===== src/rtl/calc1_port_responder_pkg.sv =====
// Shared definitions for the calc1 responder: command/response codes,
// FSM state encoding and datapath width.
package calc1_pkg;
   localparam int DATA_W = 32;

   localparam logic [3:0] CMD_NOP = 4'd0;
   localparam logic [3:0] CMD_ADD = 4'd1;
   localparam logic [3:0] CMD_SUB = 4'd2;
   localparam logic [3:0] CMD_SHL = 4'd5;
   localparam logic [3:0] CMD_SHR = 4'd6;

   localparam logic [1:0] RESP_NONE = 2'd0;
   localparam logic [1:0] RESP_OK   = 2'd1;
   localparam logic [1:0] RESP_ERR  = 2'd2;

   typedef enum logic [1:0] {
      ST_IDLE,
      ST_OP2,
      ST_EXEC,
      ST_RESP
   } state_t;
endpackage


===== src/rtl/calc1_port_responder_if.sv =====
// Request/response bundle between the bench-side initiator (master)
// and the responder (slave).
interface calc1_port_responder_if
   import calc1_pkg::*;
#(
   parameter int CNT_W = 8
) ();
   logic [3:0]        cmd_in;
   logic [DATA_W-1:0] data_in;
   logic [1:0]        out_resp;
   logic [DATA_W-1:0] data_out;
   logic              busy;
   logic [CNT_W-1:0]  drop_cnt;

   modport master (
      output cmd_in, data_in,
      input  out_resp, data_out, busy, drop_cnt
   );

   modport slave (
      input  cmd_in, data_in,
      output out_resp, data_out, busy, drop_cnt
   );
endinterface


===== src/rtl/calc1_port_responder_alu.sv =====
// Combinational calc1 execute stage: add/sub with range errors,
// logical shifts by the low five bits of op2.
module calc1_alu
   import calc1_pkg::*;
(
   input  logic [3:0]        cmd,
   input  logic [DATA_W-1:0] op1,
   input  logic [DATA_W-1:0] op2,
   output logic [DATA_W-1:0] result,
   output logic [1:0]        resp
);
   logic [DATA_W:0] sum;

   always_comb begin
      sum    = {1'b0, op1} + {1'b0, op2};
      result = '0;
      resp   = RESP_ERR;
      case (cmd)
         CMD_ADD: begin
            if (!sum[DATA_W]) begin
               result = sum[DATA_W-1:0];
               resp   = RESP_OK;
            end
         end
         CMD_SUB: begin
            if (op2 <= op1) begin
               result = op1 - op2;
               resp   = RESP_OK;
            end
         end
         CMD_SHL: begin
            result = op1 << op2[4:0];
            resp   = RESP_OK;
         end
         CMD_SHR: begin
            result = op1 >> op2[4:0];
            resp   = RESP_OK;
         end
         default: begin
            result = '0;
            resp   = RESP_ERR;
         end
      endcase
   end
endmodule


===== src/rtl/calc1_port_responder.sv =====
// calc1 device end: IDLE -> OP2 -> EXEC -> RESP sequencer with one
// outstanding transaction, registered one-cycle response and drop counter.
module calc1_port_responder
   import calc1_pkg::*;
#(
   parameter int CNT_W = 8
) (
   input  logic                  c_clk,
   input  logic                  reset_n,
   calc1_port_responder_if.slave bus
);
   state_t            state;
   logic [3:0]        cmd_reg;
   logic [DATA_W-1:0] op1_reg;
   logic [DATA_W-1:0] op2_reg;
   logic [DATA_W-1:0] res_reg;
   logic [1:0]        res_resp_reg;
   logic [1:0]        out_resp_reg;
   logic [DATA_W-1:0] data_out_reg;
   logic              busy_reg;
   logic [CNT_W-1:0]  drop_cnt_reg;

   logic [DATA_W-1:0] alu_result;
   logic [1:0]        alu_resp;

   calc1_alu u_alu (
      .cmd    (cmd_reg),
      .op1    (op1_reg),
      .op2    (op2_reg),
      .result (alu_result),
      .resp   (alu_resp)
   );

   always_ff @(posedge c_clk or negedge reset_n) begin
      if (!reset_n) begin
         state        <= ST_IDLE;
         cmd_reg      <= CMD_NOP;
         op1_reg      <= '0;
         op2_reg      <= '0;
         res_reg      <= '0;
         res_resp_reg <= RESP_NONE;
         out_resp_reg <= RESP_NONE;
         data_out_reg <= '0;
         busy_reg     <= 1'b0;
         drop_cnt_reg <= '0;
      end else begin
         out_resp_reg <= RESP_NONE;
         data_out_reg <= '0;
         case (state)
            ST_IDLE: begin
               // busy stays up through the response cycle and only drops
               // on the first idle edge with no new command
               if (bus.cmd_in != CMD_NOP) begin
                  cmd_reg  <= bus.cmd_in;
                  op1_reg  <= bus.data_in;
                  busy_reg <= 1'b1;
                  state    <= ST_OP2;
               end else begin
                  busy_reg <= 1'b0;
               end
            end
            ST_OP2: begin
               op2_reg <= bus.data_in;
               state   <= ST_EXEC;
            end
            ST_EXEC: begin
               res_reg      <= alu_result;
               res_resp_reg <= alu_resp;
               state        <= ST_RESP;
            end
            ST_RESP: begin
               out_resp_reg <= res_resp_reg;
               data_out_reg <= res_reg;
               state        <= ST_IDLE;
            end
            default: state <= ST_IDLE;
         endcase

         if ((state == ST_EXEC || state == ST_RESP) && bus.cmd_in != CMD_NOP
             && drop_cnt_reg != {CNT_W{1'b1}})
            drop_cnt_reg <= drop_cnt_reg + 1'b1;
      end
   end

   assign bus.out_resp = out_resp_reg;
   assign bus.data_out = data_out_reg;
   assign bus.busy     = busy_reg;
   assign bus.drop_cnt = drop_cnt_reg;
endmodule


===== src/flat_wrapper.sv =====
// flat-port wrapper written by rule: the top's interface ports become plain ports
module calc1_port_responder_flat import calc1_pkg::*;
#(
   parameter int CNT_W = 8
)
  (c_clk, reset_n, bus_cmd_in, bus_data_in, bus_out_resp, bus_data_out, bus_busy, bus_drop_cnt);
  calc1_port_responder_if #(.CNT_W(CNT_W)) bus_i ();
  input  logic c_clk;
  input  logic reset_n;
  input wire logic [$bits(bus_i.cmd_in)-1:0] bus_cmd_in;
  input wire logic [$bits(bus_i.data_in)-1:0] bus_data_in;
  output wire logic [$bits(bus_i.out_resp)-1:0] bus_out_resp;
  output wire logic [$bits(bus_i.data_out)-1:0] bus_data_out;
  output wire logic [$bits(bus_i.busy)-1:0] bus_busy;
  output wire logic [$bits(bus_i.drop_cnt)-1:0] bus_drop_cnt;
  assign bus_i.cmd_in = bus_cmd_in;
  assign bus_i.data_in = bus_data_in;
  assign bus_out_resp = bus_i.out_resp;
  assign bus_data_out = bus_i.data_out;
  assign bus_busy = bus_i.busy;
  assign bus_drop_cnt = bus_i.drop_cnt;
  calc1_port_responder #(.CNT_W(CNT_W)) u_core (.c_clk(c_clk), .reset_n(reset_n), .bus(bus_i));
endmodule

===== config.mk =====
export PLATFORM = sky130hd
export DESIGN_NAME = calc1_port_responder_flat
export DESIGN_NICKNAME = d
export VERILOG_FILES = /design/src/rtl/calc1_port_responder_pkg.sv /design/src/rtl/calc1_port_responder_if.sv /design/src/rtl/calc1_port_responder_alu.sv /design/src/rtl/calc1_port_responder.sv /design/src/flat_wrapper.sv
export SDC_FILE = /design/constraint.sdc
export NUM_CORES = 1
export LEC_CHECK = 0
export CAP_MARGIN = 25
export CORE_MARGIN = 3
export CORE_UTILIZATION = 40
export CTS_CLUSTER_SIZE = 20
export DETAILED_ROUTE_END_ITERATION = 7
export HOLD_SLACK_MARGIN = 0.03
export PLACE_DENSITY_LB_ADDON = 0.15
export RECOVER_POWER = 50
export SETUP_SLACK_MARGIN = 0.1
export SLEW_MARGIN = 15
export SYNTH_ARGS = -nofsm -noshare
export SYNTH_HDL_FRONTEND = slang
export SYNTH_SLANG_ARGS = --single-unit

===== constraint.sdc =====
create_clock -name c_clk -period 5.64 [get_ports c_clk]
set_input_delay 1.692 -clock c_clk [delete_from_list [all_inputs] [get_ports c_clk]]
set_output_delay 1.692 -clock c_clk [all_outputs]
set_load 0.005 [all_outputs]

* Yosys cells after proc, flatten, opt, wreduce, memory -nomap -nowiden
Cells that the tools add are included.
** Storage, ports and cells
- Output and inout port bits :: 43
- Word-level logic and storage cells :: 43
- Bits of input ports :: 38
- Bits in registers :: 147
** Operators by class
- Multiplexer cells :: 11
- Shift operators :: 2
- Magnitude comparators :: 1
- Add/subtract/negate cells :: 3
- Equality and inequality tests :: 9
- Reduce and logical (&&, ||, !) cells :: 7
** Operator list (number)
- case mux 32 bit (4 select lines) :: 1
- 2-to-1 mux 32 bit :: 3
- adder 32 x 32 -> 33 bit :: 1
- less-or-equal comparator 32 bit :: 1
- left shift 32 x 5 -> 32 bit :: 1
- right shift 32 x 5 -> 32 bit :: 1
- subtractor 32 bit :: 1
- adder 8 x 1 -> 8 bit, second input constant :: 1
- == test 4 x 3 -> 1 bit, second input constant :: 2
- 2-to-1 mux 2 bit :: 4
- inequality test 8 bit, second input constant :: 1
- case mux 2 bit (4 select lines) :: 1
- case mux 2 bit (3 select lines) :: 1
- == test 2 bit, second input constant :: 2
- == test 4 x 1 -> 1 bit, second input constant :: 1
- == test 4 x 2 -> 1 bit, second input constant :: 1
- nonzero test 4 bit :: 1
- == test 2 x 1 -> 1 bit, second input constant :: 1
- logical AND 1 bit :: 2
- logical NOT 2 bit :: 1
- inequality test 2 x 1 -> 1 bit, second input constant :: 1
- AND reduction 2 bit :: 1
- OR reduction 2 bit :: 1
- logical OR 1 bit :: 1
- 2-to-1 mux 1 bit :: 1

* Longest topological paths before layout
Gate-level depths: netlist (run 1).
- Depth after elaboration :: 4
- Gate-level depth with buffers :: 18
- Depth with buffers taken out :: 13

* Cells and area by module
From an unflattened synthesis (run 1), not the netlist that was laid out.
** Unflattened totals
- Cell total of the unflattened synthesis :: 1394
- Area total of the unflattened synthesis :: 12453.2 µm²
** By module, submodules not included
- calc1_alu :: seq. area each 0.0 µm², times used 1, cells an instance 1049, area an instance 6895.4 µm²
- calc1_port_responder :: seq. area each 3678.5 µm², times used 1, cells an instance 345, area an instance 5557.8 µm²

* Least setup slack after synthesis (run 1)
OpenSTA, ideal clock, no wires.
- Path type :: register to register
- Start :: reg u_core.op2_reg[2]
- End :: reg u_core.res_reg[20]
- Setup time :: 121 ps
- Period minus slack after synthesis :: 4355 ps
- Data arrival time :: 4234 ps
- Data required time :: 5519 ps
- Path buffers :: 6
- Slack :: 1285 ps
- Cell stages (with the launch flop) :: 19
- Cell sequence :: dfrtp_1 clkbuf_1 inv_2 buf_1 clkbuf_1 ha_1 clkbuf_1 nor2b_1 o31a_1 o31ai_1 a21oi_1 nor3b_2 a2111oi_4 or2_1 buf_6 buf_8 a222oi_1 o21ai_0 a22o_1
** On the way
- Cells in the longest elaborated chain, start to end :: 3
- Elaborated cells between the ends (all ways) :: 8
- Classes of those cells :: add/sub: 2; order compare: 1; shift: 2; mux: 3
** RTL lines
- start: declaration :: RTL line calc1_port_responder.sv:15 : logic [DATA_W-1:0] op2_reg;
- start signal: assignment :: RTL line calc1_port_responder.sv:63 : op2_reg <= bus.data_in;
- subtractor 32 bit (tied with other cells) :: RTL line calc1_port_responder_alu.sv:27 : result = op1 - op2;
- 2-to-1 mux 32 bit (on tied branches) :: RTL line calc1_port_responder_alu.sv:26, calc1_port_responder_alu.sv:20
- case mux 32 bit (4 select lines) (*) :: RTL line calc1_port_responder_alu.sv:18 : case (cmd)
- end signal: assignment :: RTL line calc1_port_responder.sv:67 : res_reg <= alu_result;
- end: declaration :: RTL line calc1_port_responder.sv:16 : logic [DATA_W-1:0] res_reg;
Mark *: on every way between the ends. The rest lies on a longest branch, timed or not.
A chain may end at the register's enable or synchronous reset.

* Final worst setup path (run 1)
- Start :: reg u_core.op2_reg[4]
- End :: reg u_core.res_reg[30]
The elaborated chain is that of the path after synthesis.

==> results of run 1 <==
per-layer routing:
layer  vias to the layer above  GRT usage (%)  wire length, um
li1                       5509              -                -
met1                      5814           40.0            21000
met2                       531           40.3            19600
met3                        85           5.06             3640
met4                         2           8.71             1280
met5                         -              0               11
how the worst min path moves through the flow:
stage,depth (start not counted),endpoint,slack (ns)
2_1_floorplan,1,u_core.res_resp_reg[1]$_DFFE_PN0P_,0.44
3_5_place_dp,1,u_core.res_reg[1]$_DFFE_PN0P_,0.47
4_1_cts,1,u_core.res_resp_reg[1]$_DFFE_PN0P_,0.48
6_report,1,u_core.res_resp_reg[1]$_DFFE_PN0P_,0.48
3_3_place_gp,1,u_core.res_resp_reg[1]$_DFFE_PN0P_,0.46
5_1_grt,1,u_core.res_reg[13]$_DFFE_PN0P_,0.51
cell type report:
| type | count | share of cell area (%) |
|---|---|---|
| clock buffer | 19 | 3.14 |
| clock inverter | 13 | 1.22 |
| inverter | 76 | 2.02 |
| multi-input combinational | 1161 | 57.0 |
| sequential | 147 | 26.1 |
| tap | 390 | 3.45 |
| timing repair buffer | 108 | 7.04 |
cell usage after synthesis, types with 6 or more instances:
cell type	count
sky130_fd_sc_hd__mux2i_1	62
sky130_fd_sc_hd__a221oi_1	12
sky130_fd_sc_hd__nor2_1	110
sky130_fd_sc_hd__a31oi_1	14
sky130_fd_sc_hd__o2bb2ai_1	14
sky130_fd_sc_hd__a22oi_1	13
sky130_fd_sc_hd__a22o_1	6
sky130_fd_sc_hd__o21bai_1	16
sky130_fd_sc_hd__nor2b_1	17
sky130_fd_sc_hd__a21oi_1	118
sky130_fd_sc_hd__nand4_1	11
sky130_fd_sc_hd__nand3_1	25
sky130_fd_sc_hd__buf_1	15
sky130_fd_sc_hd__o22ai_1	22
sky130_fd_sc_hd__a211oi_1	19
sky130_fd_sc_hd__mux4_2	19
sky130_fd_sc_hd__o21ai_0	116
sky130_fd_sc_hd__ha_1	70
sky130_fd_sc_hd__o31ai_1	13
sky130_fd_sc_hd__a2111oi_0	6
sky130_fd_sc_hd__o41ai_1	7
sky130_fd_sc_hd__o221ai_1	13
sky130_fd_sc_hd__inv_1	71
sky130_fd_sc_hd__and3_1	7
sky130_fd_sc_hd__o32ai_1	8
sky130_fd_sc_hd__xnor2_1	17
sky130_fd_sc_hd__mux2_2	52
sky130_fd_sc_hd__a221o_1	11
sky130_fd_sc_hd__dfrtp_1	147
sky130_fd_sc_hd__buf_2	10
sky130_fd_sc_hd__and2_1	42
sky130_fd_sc_hd__nand2_1	168
sky130_fd_sc_hd__clkbuf_1	76
sky130_fd_sc_hd__a21o_1	10
sky130_fd_sc_hd__nor3_1	16
sky130_fd_sc_hd__nor4_1	8
sky130_fd_sc_hd__o211ai_1	22
sky130_fd_sc_hd__nand2b_1	17
sky130_fd_sc_hd__o21a_1	6
logic make-up (layout without fill, tap and decap cells):
logic type	after synthesis	after routing	synth area share, %
and+or+nand+nor	444	444	16.6
AOI/OAI and AO/OA	491	491	26.1
xor gates and xnor gates	21	21	1.48
adders and majority gates	72	72	7.36
DFF	147	147	29.6
buffers and inverters	181	216	5.80
muxes	133	133	13.1
worst register-to-register path, stage by stage, from the launching register on:
cell and delay (ns):
sky130_fd_sc_hd__dfrtp_1 0.54, sky130_fd_sc_hd__clkinv_1 0.31, sky130_fd_sc_hd__ha_1 0.48, sky130_fd_sc_hd__inv_1 0.10
sky130_fd_sc_hd__o311a_1 0.17, sky130_fd_sc_hd__o211ai_1 0.32, sky130_fd_sc_hd__a21oi_1 0.22, sky130_fd_sc_hd__o41ai_1 0.85
sky130_fd_sc_hd__o21ai_1 0.30, sky130_fd_sc_hd__a211oi_1 0.35, sky130_fd_sc_hd__xor2_1 0.11, sky130_fd_sc_hd__a221oi_1 0.57
sky130_fd_sc_hd__a21oi_1 0.08
cells in the final DEF, fill, tap and decap left out, types with 10 or more instances in the layout:
cell	n
sky130_fd_sc_hd__and2_0	17
sky130_fd_sc_hd__o21bai_1	16
sky130_fd_sc_hd__nand2b_1	17
sky130_fd_sc_hd__dlygate4sd3_1	33
sky130_fd_sc_hd__o21ai_0	116
sky130_fd_sc_hd__o31ai_1	13
sky130_fd_sc_hd__o2bb2ai_1	14
sky130_fd_sc_hd__inv_1	71
sky130_fd_sc_hd__clkdlybuf4s50_1	46
sky130_fd_sc_hd__nand2_1	168
sky130_fd_sc_hd__buf_4	25
sky130_fd_sc_hd__nand3_1	25
sky130_fd_sc_hd__mux2i_1	62
sky130_fd_sc_hd__a211oi_1	18
sky130_fd_sc_hd__a21o_1	10
sky130_fd_sc_hd__xnor2_1	17
sky130_fd_sc_hd__a221oi_1	12
sky130_fd_sc_hd__nand4_1	11
sky130_fd_sc_hd__mux2_2	52
sky130_fd_sc_hd__mux4_2	19
sky130_fd_sc_hd__a22oi_1	13
sky130_fd_sc_hd__clkbuf_16	17
sky130_fd_sc_hd__o221ai_1	13
sky130_fd_sc_hd__nor2b_1	17
sky130_fd_sc_hd__a31oi_1	14
sky130_fd_sc_hd__ha_1	69
sky130_fd_sc_hd__o22ai_1	22
sky130_fd_sc_hd__nor2_1	110
sky130_fd_sc_hd__and2_1	25
sky130_fd_sc_hd__nor3_1	16
sky130_fd_sc_hd__a21oi_1	118
sky130_fd_sc_hd__a221o_1	11
sky130_fd_sc_hd__dfrtp_1	143
sky130_fd_sc_hd__o211ai_1	22
through the flow:
stage / hold slack, ns / instances / area (sq um)
final: 0.476 / 1914 / 14100
after global routing: 0.508 / 1914 / 14100
after CTS: 0.480 / 1913 / 14100
after detailed placement: 0.466 / 1881 / 13500
after global placement: 0.456 / 1880 / 13500
after floorplan: 0.444 / 1489 / 12400
==> Implementation_results.wiki, run 1 <==
{| class="wikitable"
! Metric !! Value
|-
| Number of global-route vias before repair || between 10,000 and 15,000
|-
| HPWL after DPL || 34,400 um
|-
| Input/output buffers || 80
|-
| Total routed wirelength || ~45,000 um
|-
| Number of antenna violations at the first check in global routing || 1
|-
| Clock tree from TritonCTS || done
|-
| Ys flop type || sky130_fd_sc_hd__dfrtp_1
|-
| Mean instance size in the synthesized netlist || ~8.4 sq um
|-
| Worst reg-to-reg path cell count || 12
|-
| Number of synthesized register bits || 147
|-
| Biggest area contributors in the synthesized netlist || sky130_fd_sc_hd__dfrtp_1, sky130_fd_sc_hd__ha_1, sky130_fd_sc_hd__nand2_1
|-
| Cell count along the critical path || 12
|-
| Share of the synthesized area in the top cell type || ~30%
|-
| Min setup slack post-route || around 1.1 ns
|-
| Stage delay of the slowest cell on the critical path || around 0.85 ns
|-
| Total Neg Setup Slack || 0 ns
|-
| Setup repair after global routing missed its margin || false
|-
| Critical path peak fanout || 10
|-
| Post-CTS repair timing setup buffer count || 0
|-
| Fmax || approximately 220 MHz
|-
| Hold Path Class || flip-flop to flip-flop
|-
| Setup Skew || between 0.01 and 0.015 ns
|-
| Beginning of the critical path || u_core.op2_reg[4]$_DFFE_PN0N_
|-
| Cell area after synthesis || between 10,000 and 15,000 sq um
|-
| Synth area leader || sky130_fd_sc_hd__dfrtp_1
|-
| R2r startpoint || u_core.op2_reg[4]$_DFFE_PN0N_
|-
| Multi-input combinational cell area || 8060 sq um
|-
| Mean number of vias per cell || 6.24
|-
| DR DRC count || 0
|-
| Endpoint of the most critical register-to-register path || u_core.res_reg[30]$_DFFE_PN0P_
|-
| Crit path capture type || flip-flop
|-
| Placement Rows || 63
|-
| Count of different cell masters after synthesis || slightly below 80
|-
| Weighted congestion at the end of routability-driven global placement || 1.02
|-
| Count of fill cells added during filler insertion || 3,027
|-
| Max-cap check violation count || 1
|-
| Fraction of registers with async set/reset || 100%
|-
| Flop2flop setup slack || 1.09 ns
|-
| Detailed-routing iteration count for the pre-antenna-repair pass || 6
|-
| Family with the most delay on the worst path || compound AO/OA/AOI/OAI gates
|-
| Mean routed wirelength per cell || ~24 um
|-
| Deepest clock path buffer count || 2
|-
| Max H-tree Level || 4
|-
| Number of nets in the synthesized netlist || ~1,600
|-
| Critical Path RT || slightly below 6 ns
|-
| Overall fraction of global-route tracks in use || 27.2%
|-
| Relative slew slack || -47.8%
|-
| Initial core utilization || between 40% and 50%
|-
| Total of hold buffers inserted after clock tree synthesis || 0
|-
| Vertical die dimension || 182 um
|-
| Number of hold-slack violations in the final timing report || 0
|-
| Number of DRC violations after detailed-routing iteration 0 || around 1,300
|-
| Root Buffer || sky130_fd_sc_hd__clkbuf_16
|-
| Outcome || finished, violations left
|-
| Number of nets still failing antenna checks after routing || 0
|-
| Sequential cell area || 3690 sq um
|-
| # clock sinks || ~150
|-
| Reg clk slew, reported paths || 0.07 ns
|-
| Full die area || between 30,000 and 40,000 sq um
|-
| Width of the chip || approximately 180 um
|-
| Boundary pin count || a little over 80
|-
| Layout cells sized above 1 || under 10%
|-
| Launch point of the worst hold path || u_core.res_resp_reg[1]$_DFFE_PN0P_
|-
| Maximum number of pins on one net before global-route repair || just over 80
|-
| Pins Over Slew Limit || 82
|-
| CP Launch Type || flip-flop
|-
| Core box area || about 30,000 sq um
|-
| Net count reported at finish || between 1,500 and 2,000
|-
| Area overhead of the layout relative to synthesis || 13.5%
|-
| Yosys warns || 0
|-
| Critical Path AT || a little under 5 ns
|-
| Synthesized instance count || approximately 1,500
|-
| Most used cell, CP || sky130_fd_sc_hd__a21oi_1
|-
| Final setup violating endpoints || 0
|-
| Slew at the pin closest to its max-slew limit || around 2.2 ns
|-
| Vias post-DR || 11,941
|-
| Clock network latency to the later pin of the worst-skew pair || around 0.45 ns
|-
| Buffers and inverters on the worst path || 2
|-
| Register area share after synthesis || about 30%
|-
| EDFF count, synth || 0
|-
| Pre-CTS setup slack || 1.34 ns
|-
| Num CTS Buffers || 17
|-
| GRT Residual Overflow || 0
|-
| Slowest cell on the critical path || sky130_fd_sc_hd__o41ai_1
|-
| Finished Core Util || between 40% and 50%
|-
| Violated checks || max-capacitance violations, max-slew violations
|-
| Final worst path period need || ~4.5 ns
|-
| Post_cts resized || 0
|-
| Critical setup path kind || flip-flop to flip-flop
|-
| Global-route wire length before repair || between 60,000 and 70,000 um
|-
| End point of the critical path || u_core.res_reg[30]$_DFFE_PN0P_
|-
| Diodes inserted || 0
|-
| Series of cell instances along the critical path || clkinv_1, ha_1, inv_1, o311a_1, o211ai_1, a21oi_1, o41ai_1, o21ai_1, a211oi_1, xor2_1, a221oi_1, a21oi_1
|-
| Crit share post-route || ~81%
|}
Power of run 1 is not shown: default switching activity piles up to over one toggle a cycle in this logic, so the estimate is an artifact.
==> inputs of run 2 (changes only) <==
==> constraint.sdc (replaced) <==
create_clock -name c_clk -period 4.45 [get_ports c_clk]
set_input_delay 1.335 -clock c_clk [delete_from_list [all_inputs] [get_ports c_clk]]
set_output_delay 1.335 -clock c_clk [all_outputs]
set_load 0.005 [all_outputs]
==> Implementation_results.wiki, run 2 (synthesis results as in run 1) <==
{| class="wikitable"
! Metric !! Value
|-
| Min setup slack post-route || 0.286 ns
|-
| Crit path capture type || flip-flop
|-
| Cell total after placement || 1,911
|-
| Max H-tree Level || 4
|-
| Most frequent standard cell in the layout excluding fill and tap cells || sky130_fd_sc_hd__nand2_1
|-
| Number of DRC violations after detailed-routing iteration 0 || between 1,000 and 1,500
|-
| Crit share post-route || approximately 94%
|-
| Post-CTS repair timing setup buffer count || 0
|-
| Number of global-route vias before repair || approximately 11,000
|-
| Pins Over Slew Limit || 120
|-
| Most frequent cells in the layout || sky130_fd_sc_hd__nand2_1, sky130_fd_sc_hd__dfrtp_1, sky130_fd_sc_hd__a21oi_1, sky130_fd_sc_hd__o21ai_0, sky130_fd_sc_hd__nor2_1
|-
| HPWL after DPL || 36,800 um
|-
| Worst Hold Depth || 1
|-
| Global-route wire length before repair || between 70,000 and 80,000 um
|-
| Number of antenna violations at the first check in global routing || 1
|-
| Outcome || finished, violations left
|-
| Maximum number of pins on one net before global-route repair || 75
|-
| Reg clk slew, reported paths || around 0.060 ns
|-
| Placement Rows || between 60 and 70
|-
| Total Neg Setup Slack || 0 ns
|-
| Violated checks || max-capacitance violations, max-slew violations
|-
| Hold path endpoint || u_core.res_reg[16]$_DFFE_PN0P_
|-
| Num CTS Buffers || 17
|-
| Mean number of vias per cell || just over 6
|-
| Number of hold-slack violations in the final timing report || 0
|-
| Critical Path AT || 4.55 ns
|-
| GRT Residual Overflow || 0
|-
| DR DRC count || 0
|-
| Final worst path period need || around 4.2 ns
|-
| Root Buffer || sky130_fd_sc_hd__clkbuf_16
|-
| Deepest clock path buffer count || 2
|-
| Pre-CTS setup slack || roughly 0.17 ns
|-
| Area overhead of the layout relative to synthesis || 15.1%
|-
| Endpoint of the most critical register-to-register path || u_core.res_reg[22]$_DFFE_PN0P_
|-
| Weighted congestion at the end of routability-driven global placement || roughly 1
|-
| Clock tree from TritonCTS || done
|-
| Setup repair after global routing missed its margin || false
|-
| Clock network latency to the later pin of the worst-skew pair || approximately 0.44 ns
|-
| Critical path peak fanout || 12
|-
| Fmax || around 240 MHz
|-
| Cell area after layout || 14,300 sq um
|-
| Diodes inserted || 0
|-
| Worst reg-to-reg path cell count || 11
|-
| Launch point of the worst hold path || u_core.res_reg[16]$_DFFE_PN0P_
|-
| Number of nets still failing antenna checks after routing || 0
|-
| R2r startpoint || u_core.op1_reg[10]$_DFFE_PN0P_
|-
| Detailed-routing iteration count for the pre-antenna-repair pass || 6
|-
| Area after DPL || between 10,000 and 15,000 sq um
|-
| Core box area || about 30,000 sq um
|-
| Vertical die dimension || roughly 180 um
|-
| Layout cells sized above 1 || about an eighth
|-
| Total routed wirelength || 47,800 um
|-
| Flop2flop setup slack || ~0.29 ns
|-
| Mean routed wirelength per cell || about 25 um
|-
| Initial core utilization || 41.3%
|-
| Max-cap check violation count || 2
|-
| CP Launch Type || flip-flop
|-
| Input/output buffers || 80
|-
| Final setup violating endpoints || 0
|-
| Vias post-DR || 12,123
|-
| Relative slew slack || -24.4%
|-
| Net count reported at finish || about 1,700
|-
| # clock sinks || ~150
|-
| Width of the chip || ~180 um
|-
| Setup Skew || around 0.014 ns
|-
| Critical setup path kind || flip-flop to flip-flop
|-
| Boundary pin count || a little over 80
|-
| Overall fraction of global-route tracks in use || 28.6%
|-
| Hold Path Class || flip-flop to flip-flop
|-
| Full die area || ~33,000 sq um
|-
| Slew at the pin closest to its max-slew limit || roughly 1.9 ns
|-
| Final standard cell count with taps included and fillers excluded || around 1,900
|-
| Critical Path RT || 4.83 ns
|-
| Count of fill cells added during filler insertion || 2,964
|}
==> run 2: cell types whose count changed in the layout (fill, tap and decap cells not counted), moves of 3 or more <==
cell / delta
sky130_fd_sc_hd__and2_0: +3
sky130_fd_sc_hd__and2_1: -3
sky130_fd_sc_hd__dlygate4sd3_1: -33
sky130_fd_sc_hd__clkinv_2: +3
sky130_fd_sc_hd__clkinv_4: -3
sky130_fd_sc_hd__buf_4: +29
sky130_fd_sc_hd__clkdlybuf4s50_1: +33
==> run 2: what timing repair did <==
item                                    CTS  global route
resized for setup                         0             1
hold buffers                              0             0
endpoints found under the setup margin    0             2
==> run 2: critical path: stages (launching register included) <==
cell and delay (ns):
sky130_fd_sc_hd__dfrtp_1 0.52, sky130_fd_sc_hd__ha_1 0.50, sky130_fd_sc_hd__inv_2 0.14, sky130_fd_sc_hd__nor3_2 0.26, sky130_fd_sc_hd__or3b_1 0.44, sky130_fd_sc_hd__or4_4 0.60
sky130_fd_sc_hd__a2111oi_4 0.53, sky130_fd_sc_hd__or2_4 0.28, sky130_fd_sc_hd__buf_4 0.23, sky130_fd_sc_hd__a221oi_1 0.09, sky130_fd_sc_hd__o21ai_0 0.34, sky130_fd_sc_hd__a22o_1 0.18
==> run 2: layout make-up <==
cell class	count	area [sq um]	share of cell area, %
Clock buffer	21	470	3.28
Clock inverter	11	100	0.699
Inverter	76	285	1.99
Multi-Input combinational cell	1161	8050	56.2
Sequential cell	147	3690	25.7
Tap cell	390	488	3.41
Timing Repair Buffer	137	1250	8.70
==> run 2: per-stage QoR <==
stage	hold slack (ns)	util, %
after global routing	0.504	47.6
final	0.477	47.6
after detailed placement	0.464	45.8
after floorplan	0.444	-
after CTS	0.479	47.7
after global placement	0.460	45.8
==> run 2: worst max path at each step <==
stage               slack, ns                           start                             end
CTS                      0.15   u_core.op1_reg[9]$_DFFE_PN0P_  u_core.res_reg[22]$_DFFE_PN0P_
global placement         0.14   u_core.op1_reg[9]$_DFFE_PN0P_  u_core.res_reg[22]$_DFFE_PN0P_
global route             0.15   u_core.op1_reg[9]$_DFFE_PN0P_  u_core.res_reg[22]$_DFFE_PN0P_
floorplan                0.26   u_core.op2_reg[2]$_DFFE_PN0N_  u_core.res_reg[20]$_DFFE_PN0P_
detailed placement       0.17   u_core.op1_reg[9]$_DFFE_PN0P_  u_core.res_reg[22]$_DFFE_PN0P_
finish                   0.29  u_core.op1_reg[10]$_DFFE_PN0P_  u_core.res_reg[22]$_DFFE_PN0P_
==> run 2: per-layer routing <==
metal	track usage (%)	vias to the layer above	share of wire, %
met5	0	-	0.023
met4	6.34	2	1.6
met3	5.76	47	8.2
met2	41.2	575	42
met1	43.9	5920	48
li1	-	5579	-
Power of run 2 is left out for the same reason.
